## src/rtl/exp5_unidade_controle.sv

```systemverilog
// Purpose : Moore control unit for one memory-game round. It clears the datapath,
//           waits for each play, registers and compares it, advances the address,
//           and finishes in hit, miss or timeout. It also owns the per-play timeout.
// Latency : outputs are decoded from the state register, so they change only after
//           a rising edge. A play sampled in espera_jogada gives registraR on the next cycle.
// Backpr. : none. The unit only reacts to level/pulse inputs and never stalls them.
//           jogada is dropped outside espera_jogada; iniciar is dropped mid-round.
// Ports   : clock, reset (sync, active-low), iniciar, jogada, igual, fim  -> inputs
//           zeraC, contaC, zeraR, registraR      -> datapath controls
//           pronto, acertou, errou, deu_timeout  -> round result
//           db_estado[3:0]                       -> state code for the HEX5 display
module exp5_unidade_controle #(
  parameter int TIMEOUT = 5000
) (
  input  logic       clock,
  input  logic       reset,
  input  logic       iniciar,
  input  logic       jogada,
  input  logic       igual,
  input  logic       fim,
  output logic       zeraC,
  output logic       contaC,
  output logic       zeraR,
  output logic       registraR,
  output logic       pronto,
  output logic       acertou,
  output logic       errou,
  output logic       deu_timeout,
  output logic [3:0] db_estado
);

  // The counter only has to reach TIMEOUT-1. Keep at least 1 bit so the
  // declaration stays legal for the smallest allowed TIMEOUT.
  localparam int CW = (TIMEOUT > 2) ? $clog2(TIMEOUT) : 1;
  localparam logic [CW-1:0] TMO_LAST = CW'(TIMEOUT - 1);

  // The encodings double as the debug display codes, so db_estado is the raw state.
  typedef enum logic [3:0] {
    inicial       = 4'h0,
    preparacao    = 4'h1,
    espera_jogada = 4'h2,
    registra      = 4'h4,
    comparacao    = 4'h5,
    proximo       = 4'h6,
    fim_acerto    = 4'hA,
    fim_timeout   = 4'hD,
    fim_erro      = 4'hE
  } estado_t;

  estado_t       estado;
  estado_t       prox;
  logic [CW-1:0] cnt;
  logic [CW-1:0] cnt_next;

  // State and timeout counter registers.
  always_ff @(posedge clock) begin
    if (!reset) begin
      estado <= inicial;
      cnt    <= '0;
    end else begin
      estado <= prox;
      cnt    <= cnt_next;
    end
  end

  // Next-state logic.
  always_comb begin
    prox = estado;
    case (estado)
      inicial: begin
        if (iniciar) prox = preparacao;
      end
      preparacao: begin
        prox = espera_jogada;
      end
      espera_jogada: begin
        // A play in the last wait cycle still counts, so jogada is tested first.
        if (jogada)               prox = registra;
        else if (cnt == TMO_LAST) prox = fim_timeout;
      end
      registra: begin
        prox = comparacao;
      end
      comparacao: begin
        if (!igual)   prox = fim_erro;
        else if (fim) prox = fim_acerto;
        else          prox = proximo;
      end
      proximo: begin
        prox = espera_jogada;
      end
      fim_acerto, fim_erro, fim_timeout: begin
        if (iniciar) prox = preparacao;
      end
      default: begin
        // Unused codes fall back to idle.
        prox = inicial;
      end
    endcase
  end

  // The counter advances only while the unit stays in espera_jogada. It is
  // zero on entry to every wait and never has to represent TIMEOUT itself,
  // so it cannot wrap.
  always_comb begin
    cnt_next = '0;
    if (estado == espera_jogada && prox == espera_jogada) begin
      cnt_next = cnt + 1'b1;
    end
  end

  // Moore output decode.
  always_comb begin
    zeraC       = 1'b0;
    contaC      = 1'b0;
    zeraR       = 1'b0;
    registraR   = 1'b0;
    pronto      = 1'b0;
    acertou     = 1'b0;
    errou       = 1'b0;
    deu_timeout = 1'b0;
    case (estado)
      preparacao: begin
        zeraC = 1'b1;
        zeraR = 1'b1;
      end
      registra: begin
        registraR = 1'b1;
      end
      proximo: begin
        contaC = 1'b1;
      end
      fim_acerto: begin
        pronto  = 1'b1;
        acertou = 1'b1;
      end
      fim_erro: begin
        pronto = 1'b1;
        errou  = 1'b1;
      end
      fim_timeout: begin
        pronto      = 1'b1;
        deu_timeout = 1'b1;
      end
      default: begin
      end
    endcase
  end

  assign db_estado = estado;

endmodule

```

## config.mk

```make
export PLATFORM = sky130hd
export DESIGN_NAME = exp5_unidade_controle
export DESIGN_NICKNAME = d
export VERILOG_FILES = /design/src/rtl/exp5_unidade_controle.sv
export SDC_FILE = /design/constraint.sdc
export NUM_CORES = 1
export LEC_CHECK = 0
export ABC_AREA = 1
export CORE_UTILIZATION = 32
export DETAILED_ROUTE_END_ITERATION = 8
export PLACE_DENSITY = 0.53
export SETUP_SLACK_MARGIN = 0.2
export SLEW_MARGIN = 10
export SYNTH_ARGS = -nofsm -noshare
export SYNTH_HDL_FRONTEND = slang
export SYNTH_SLANG_ARGS = --single-unit
```

## constraint.sdc

```tcl
create_clock -name clock -period 1.67 [get_ports clock]
set_clock_uncertainty 0.2 [all_clocks]
set_input_delay 0.334 -clock clock [delete_from_list [all_inputs] [get_ports clock]]
set_output_delay 0.334 -clock clock [all_outputs]
set_load 0.005 [all_outputs]
```

==> metrics, run 1 <==
Worst Path Required 1140 ps; Worst setup startpoint db_estado[3]$_SDFF_PN0_; gr usage total 19.95%; synth top area cells dfxtp_1 (34%), nand2_1 (14%), inv_1 (6.7%); Synth Area in Compound Gates 12.28%; area delta synth->final 83.87%; Residual DRC 0; P per Cell Area 589.2 nW/µm²; routed len/inst 12.47 µm; biggest area consumer among synthesized cells dfxtp_1; clock latency on the worst-skew pair 300 ps; xor-xnor portion of the synthesized cell area between 1.5 and 2%; Synth Area in Simple Gates 40.94%; register bit count reported by yosys 17; CTS buffer count 3; CP max FO 6; max_cap viols 0; DRT iter0 DRCs 44; Slowest cell on crit path dfxtp_4; Die ar. between 3000 and 4000 µm²; total power 1.092 mW; clock period minus worst slack roughly 1800 ps; synth cell count leaders nand2_1 (38), inv_1 (18), dfxtp_1 (17), nor2_1 (13), a21oi_1 (11); Remaining Overflow, GRT 0; Clock H-tree levels 1; CP arrival 1230 ps; final worst setup slack -94.06 ps; post-synthesis sequential area ratio 33.75%; DR vias 1182; EDFF count, synth 0; worst hold slack 279.9 ps; Largest stage delay, worst path 390 ps; Critical R2R Launch db_estado[0]$_SDFF_PN0_; CP Class flop to output port; Max VDD drop approximately 0.0005 V; chip width 58.14 µm; # diodes 0; placed cells 222; Hold Path Class flop to flop; fraction of synthesized area in multiplexers 0%; Final ANT Viol Nets 0; CTS Buffer Depth 2; io pins 18; vias in the first global route 1102; GPL Wtd Cong 0.7839; Min-Delay Startpoint cnt[11]$_SDFF_PN0_; TritonCTS Sinks 17; Starting Density 33.31%; CP Launch Type flop; leak pwr 0.7809 nW; Slew Viols, Final 0; distinct cell type count of the synthesized netlist 26; synthesized area per cell a little under 7 µm²; core box area 3028 µm²; Rel. slew slack 84.23%; Final setup viols 7; Hold Vio Cnt, Final 0; Finished Layout Cells between 200 and 300; CP Capture Type output port; status finished with violations; worst slew pin tran 234.8 ps; initial antenna violation count 0; ys async rst share 0%; Top FF cell, synth dfxtp_1; Final Instance Area 1854 µm²; CTS tree built; Cell Chain, Critical Path buf_6, nor4_4, buf_2; pin count of the biggest net entering global routing 12; WL final 3.181 mm; CP bufs+invs 2; detailed-router iteration count before antenna repair 4; Die H between 50 and 60 µm; largest family of logic cells by synthesized area simple AND/OR/NAND/NOR gates; layout cell share with drive strength beyond 1 59.24%; final period utilization 105.6%; FP Rows 20; first-pass GRT wire length 5.168 mm; Clock transition at path regs 110 ps; synthesized-area fraction occupied by adder cells between 1 and 1.5%; most frequent cell after synthesis nand2_1; CP top delay family flip-flops; RSZ-0062 raised after global routing true; Root Driver clkbuf_4; Mapped Area 1008 µm²; Detailed Place HPWL 1.813 mm; f_max 566.9 MHz; Yosys top cell area share 33.75%; Port Buffers 17; Post-Synthesis Cells 146; syn_nets 153; dpl cell area between 1000 and 1500 µm²; Vias/cell about 4.6; YS warnings 0; Layout Nets 219; Hold Buf Count CTS 0; failing checks setup timing
[metrics by stage]
step / setup TNS (ps) / worst slack (ps) / utilization (%)
5_1_grt: -794.7 / -150.8 / 61.24
6_report: -372.5 / -94.06 / 61.24
4_1_cts: -391.4 / -108.5 / 55.12
3_5_place_dp: -1020 / -163.5 / 44.55
3_3_place_gp: -912.7 / -142.3 / 44.55
2_1_floorplan: 0 / 215.9 / -
[layer usage]
layer	vias up	part of all wire [%]	global-route usage, %
met5	-	0	0
met4	0	0.41	3.401
li1	604	-	-
met1	565	45	25.99
met2	11	52	33.50
met3	2	2.6	5.357
[cells in the final DEF (no fill, tap or decap), drive strengths merged, types with 2 or more instances in the layout]
cell | netlist | layout
nand2 | 38 | 38
o21ai | 2 | 2
nand3 | 12 | 13
nand4 | 4 | 4
inv | 22 | 22
nor2 | 19 | 19
clkdlybuf4s50 | 0 | 5
buf | 2 | 55
a21oi | 17 | 17
nor3 | 5 | 5
or2 | 3 | 3
dfxtp | 17 | 17
clkbuf | 0 | 4
[worst min-delay path, stage by stage (launching register included)]
cell and delay, ps:
dfxtp_1 320, nand2_1 70, a21oi_2 50
[cells by family (layout without fill, tap and decap cells)]
group | after synthesis | in the layout
AOI/OAI and AO/OA | 20 | 20
xor gates and xnor gates | 2 | 2
adders and majority gates | 1 | 1
buffers and inverters | 24 | 88
DFF | 17 | 17
and+or+nand+nor | 82 | 83
[registers in the layout, summed over array words and instances (netlist names)]
name,flops
db_estado,4
cnt,13
[worst paths after layout]
path                                                end  slack, ps  depth (start not counted)
worst max-delay path                              zeraC        -90                          3
worst min-delay path                 cnt[11]$_SDFF_PN0_        280                          2
worst max register to register  db_estado[1]$_SDFF_PN0_         60                          9
worst min register to register       cnt[11]$_SDFF_PN0_        280                          2
[layout make-up]
cell class	instances	area (µm²)
clock buffers	3	22.52
clock inverters	1	7.507
fillers	263	1174
inverters	22	90.09
multi-input cells	106	772.0
flip-flops and latches	17	357.8
well taps	44	55.05
repair buffers	62	549.3
[report_power, final]
part	switching [mW]	internal [mW]
Sequential	0.0202	0.417
Combinational	0.175	0.250
Clock	0.138	0.0912
[timing repair]
action                     in CTS  in global routing
setup endpoints to repair      28                 29
resized for setup              88                 37
gates cloned                    1                  0
pin swaps                      19                 14
buffers inserted               19                  9
Power figures use the tool's default switching activity.
==> run 2, diff against run 1 <==
--- a/config.mk
+++ b/config.mk
@@ -7,6 +7,7 @@
 export LEC_CHECK = 0
 export ABC_AREA = 1
 export CORE_UTILIZATION = 32
+export CTS_BUF_LIST = sky130_fd_sc_hd__clkbuf_2
 export DETAILED_ROUTE_END_ITERATION = 8
 export PLACE_DENSITY = 0.53
 export SETUP_SLACK_MARGIN = 0.2
==> run 2 against run 1 <==
Effect of this change:
- the flow still finishes with violations (setup timing)
- die area did not move
- sequential share of layout area rose by 0.22 points
- cell count increased by 0.39%
- fmax down 3.9%
- non-clock buffer count is 1 higher
- combinational power fell by 6.4%
- critical path depth increased by 3
- utilization fell by 0.70 points
- wire length is 4.9% higher
- worst setup slack got worse by 72 ps
- design area decreased by 1.1%
- first-iteration DRC count increased by 9.1%
- highest routed layer unchanged
==> metrics, run 2 (synthesis results as in run 1) <==
status finished with violations; failing checks setup timing; CP endpoint registraR; most common cell after layout, fill and taps aside buf_4; CTS Buffer Depth 2; leak pwr 0.7659 nW; Residual DRC 0; CP Launch Type flop; CP arrival roughly 1300 ps; chip width 58.14 µm; Die ar. 3380 µm²; pin count of the biggest net entering global routing 12; fillcell total 263; first-pass GRT wire length 4.885 mm; Sum Neg Setup Slack -890.9 ps; Starting Density 33.31%; stages on the worst setup path 6; reg2reg setup slack -40 ps; Remaining Overflow, GRT 0; layout cell share with drive strength beyond 1 59.91%; DR vias 1220; CP max FO 2; CP Capture Type output port; f_max 544.7 MHz; GPL Wtd Cong 0.7839; Final ANT Viol Nets 0; clock period minus worst slack 1836 ps; RSZ-0062 raised after global routing true; Cell Chain, Critical Path buf_6, buf_6, nor2_4, nand2_2, inv_2, buf_6; worst r2r dst db_estado[1]$_SDFF_PN0_; vias in the first global route 1110; Worst setup startpoint db_estado[0]$_SDFF_PN0_; Root Driver clkbuf_2; Crit path top cell by count buf_6; TritonCTS Sinks 17; CP top delay family flip-flops; # diodes 0; Clock H-tree levels 1; CP bufs+invs 4; detailed-router iteration count before antenna repair 4; Vias/cell 4.766; Biggest register cnt; Slew Viols, Final 0; P per Cell Area roughly 560 nW/µm²; hold path depth 2; final period utilization 109.9%; Final setup viols 15; commonest non-fill, non-tap cells in the layout buf_4 (29), nand2_1 (27), buf_6 (22); Hold Buf Count CTS 0; Hold Path Class flop to flop; Port Buffers 17; CP Class flop to output port; Detailed Place HPWL 1.813 mm; io pins 18; max_cap viols 0; area delta synth->final 81.76%; max FFs per register 13; Layout Nets 220; core box area 3028 µm²; Critical R2R Launch db_estado[3]$_SDFF_PN0_; CTS tree built; Largest stage delay, worst path around 400 ps; Rel. slew slack 72.37%; worst r2r path cells 9; DRT iter0 DRCs 48; WL final 3.336 mm; Max VDD drop 0.0004881 V; Hold Vio Cnt, Final 0; initial antenna violation count 0; routed len/inst 13.03 µm; Worst Path Required around 1100 ps; FP Rows 20; final worst setup slack -165.8 ps; Slowest cell on crit path dfxtp_4; Die H 58.14 µm; worst slew pin tran 411.3 ps; fin util 60.54%; CTS buffer count 3; gr usage total around a fifth; clock latency on the worst-skew pair 310 ps; Clock transition at path regs 190 ps
-- run 2: cell count changes in the layout (fill, tap and decap cells not counted), moves of 2 or more --
cell      change
buf_4         +2
nand2_2       +2
buf_6         +2
clkbuf_2      +2
clkbuf_4      -3
-- run 2: worst min-delay path, stage by stage, from the launching register on --
cell     delay [ps]
dfxtp_1         340
nand2_1          70
a21oi_2          50
-- run 2: worst min-delay path by stage --
stage                  startpoint                 end  slack, ps
2_1_floorplan   cnt[0]$_SDFF_PN0_   cnt[0]$_SDFF_PN0_        230
3_3_place_gp    cnt[0]$_SDFF_PN0_   cnt[0]$_SDFF_PN0_        240
3_5_place_dp    cnt[0]$_SDFF_PN0_   cnt[0]$_SDFF_PN0_        250
4_1_cts        cnt[11]$_SDFF_PN0_  cnt[11]$_SDFF_PN0_        290
5_1_grt        cnt[11]$_SDFF_PN0_  cnt[11]$_SDFF_PN0_        310
6_report       cnt[11]$_SDFF_PN0_  cnt[11]$_SDFF_PN0_        280
-- run 2: where the power goes --
group	switching, mW	internal [mW]	total [mW]
combinational	0.170	0.228	0.398
clock	0.138	0.0559	0.194
sequential	0.0210	0.418	0.439
total	0.330	0.702	1.03
-- run 2: per-layer routing --
metal	track usage [%]	wire, µm	up-vias
met3	5.134	77	4
met5	0	0	-
met2	28.74	1718	16
li1	-	-	603
met4	5.782	28	0
met1	25.44	1511	597
-- run 2: layout make-up --
class	count	area, µm²	share of cell area [%]
clock buffer	3	15.01	0.8191
inverter	22	87.58	4.778
timing repair buffer	63	550.5	30.03
clock inverter	1	7.507	0.4096
sequential	17	357.8	19.52
multi-input combinational	106	759.5	41.43
tap	44	55.05	3.003
-- run 2: per-stage QoR --
| stage | cell area, µm² | hold WS (ps) | setup WS, ps | std cells | total power [mW] |
|---|---|---|---|---|---|
| after floorplan | 1015 | 227.4 | 215.9 | 146 | 0.5276 |
| after global placement | 1349 | 238.6 | -142.3 | 222 | 0.6465 |
| after detailed placement | 1349 | 253.7 | -163.5 | 222 | 0.6448 |
| after CTS | 1628 | 288.3 | -160.4 | 247 | 0.9474 |
| after global routing | 1833 | 310.7 | -244.7 | 256 | 1.090 |
| final | 1833 | 283.9 | -165.8 | 256 | 1.032 |
-- run 2: timing repair --
item,CTS,global route
resized for setup,89,37
cloned,1,0
endpoints found under the setup margin,28,29
pin swaps,17,19
setup buffers,20,9
==> run 3, diff against run 2 <==
--- a/config.mk
+++ b/config.mk
@@ -9,6 +9,7 @@
 export CORE_UTILIZATION = 32
 export CTS_BUF_LIST = sky130_fd_sc_hd__clkbuf_2
 export DETAILED_ROUTE_END_ITERATION = 8
+export HOLD_SLACK_MARGIN = 0.06
 export PLACE_DENSITY = 0.53
 export SETUP_SLACK_MARGIN = 0.2
 export SLEW_MARGIN = 10
==> results of run 3 <==
Same layout as run 2: the final DEF is identical, and so are final timing and power.
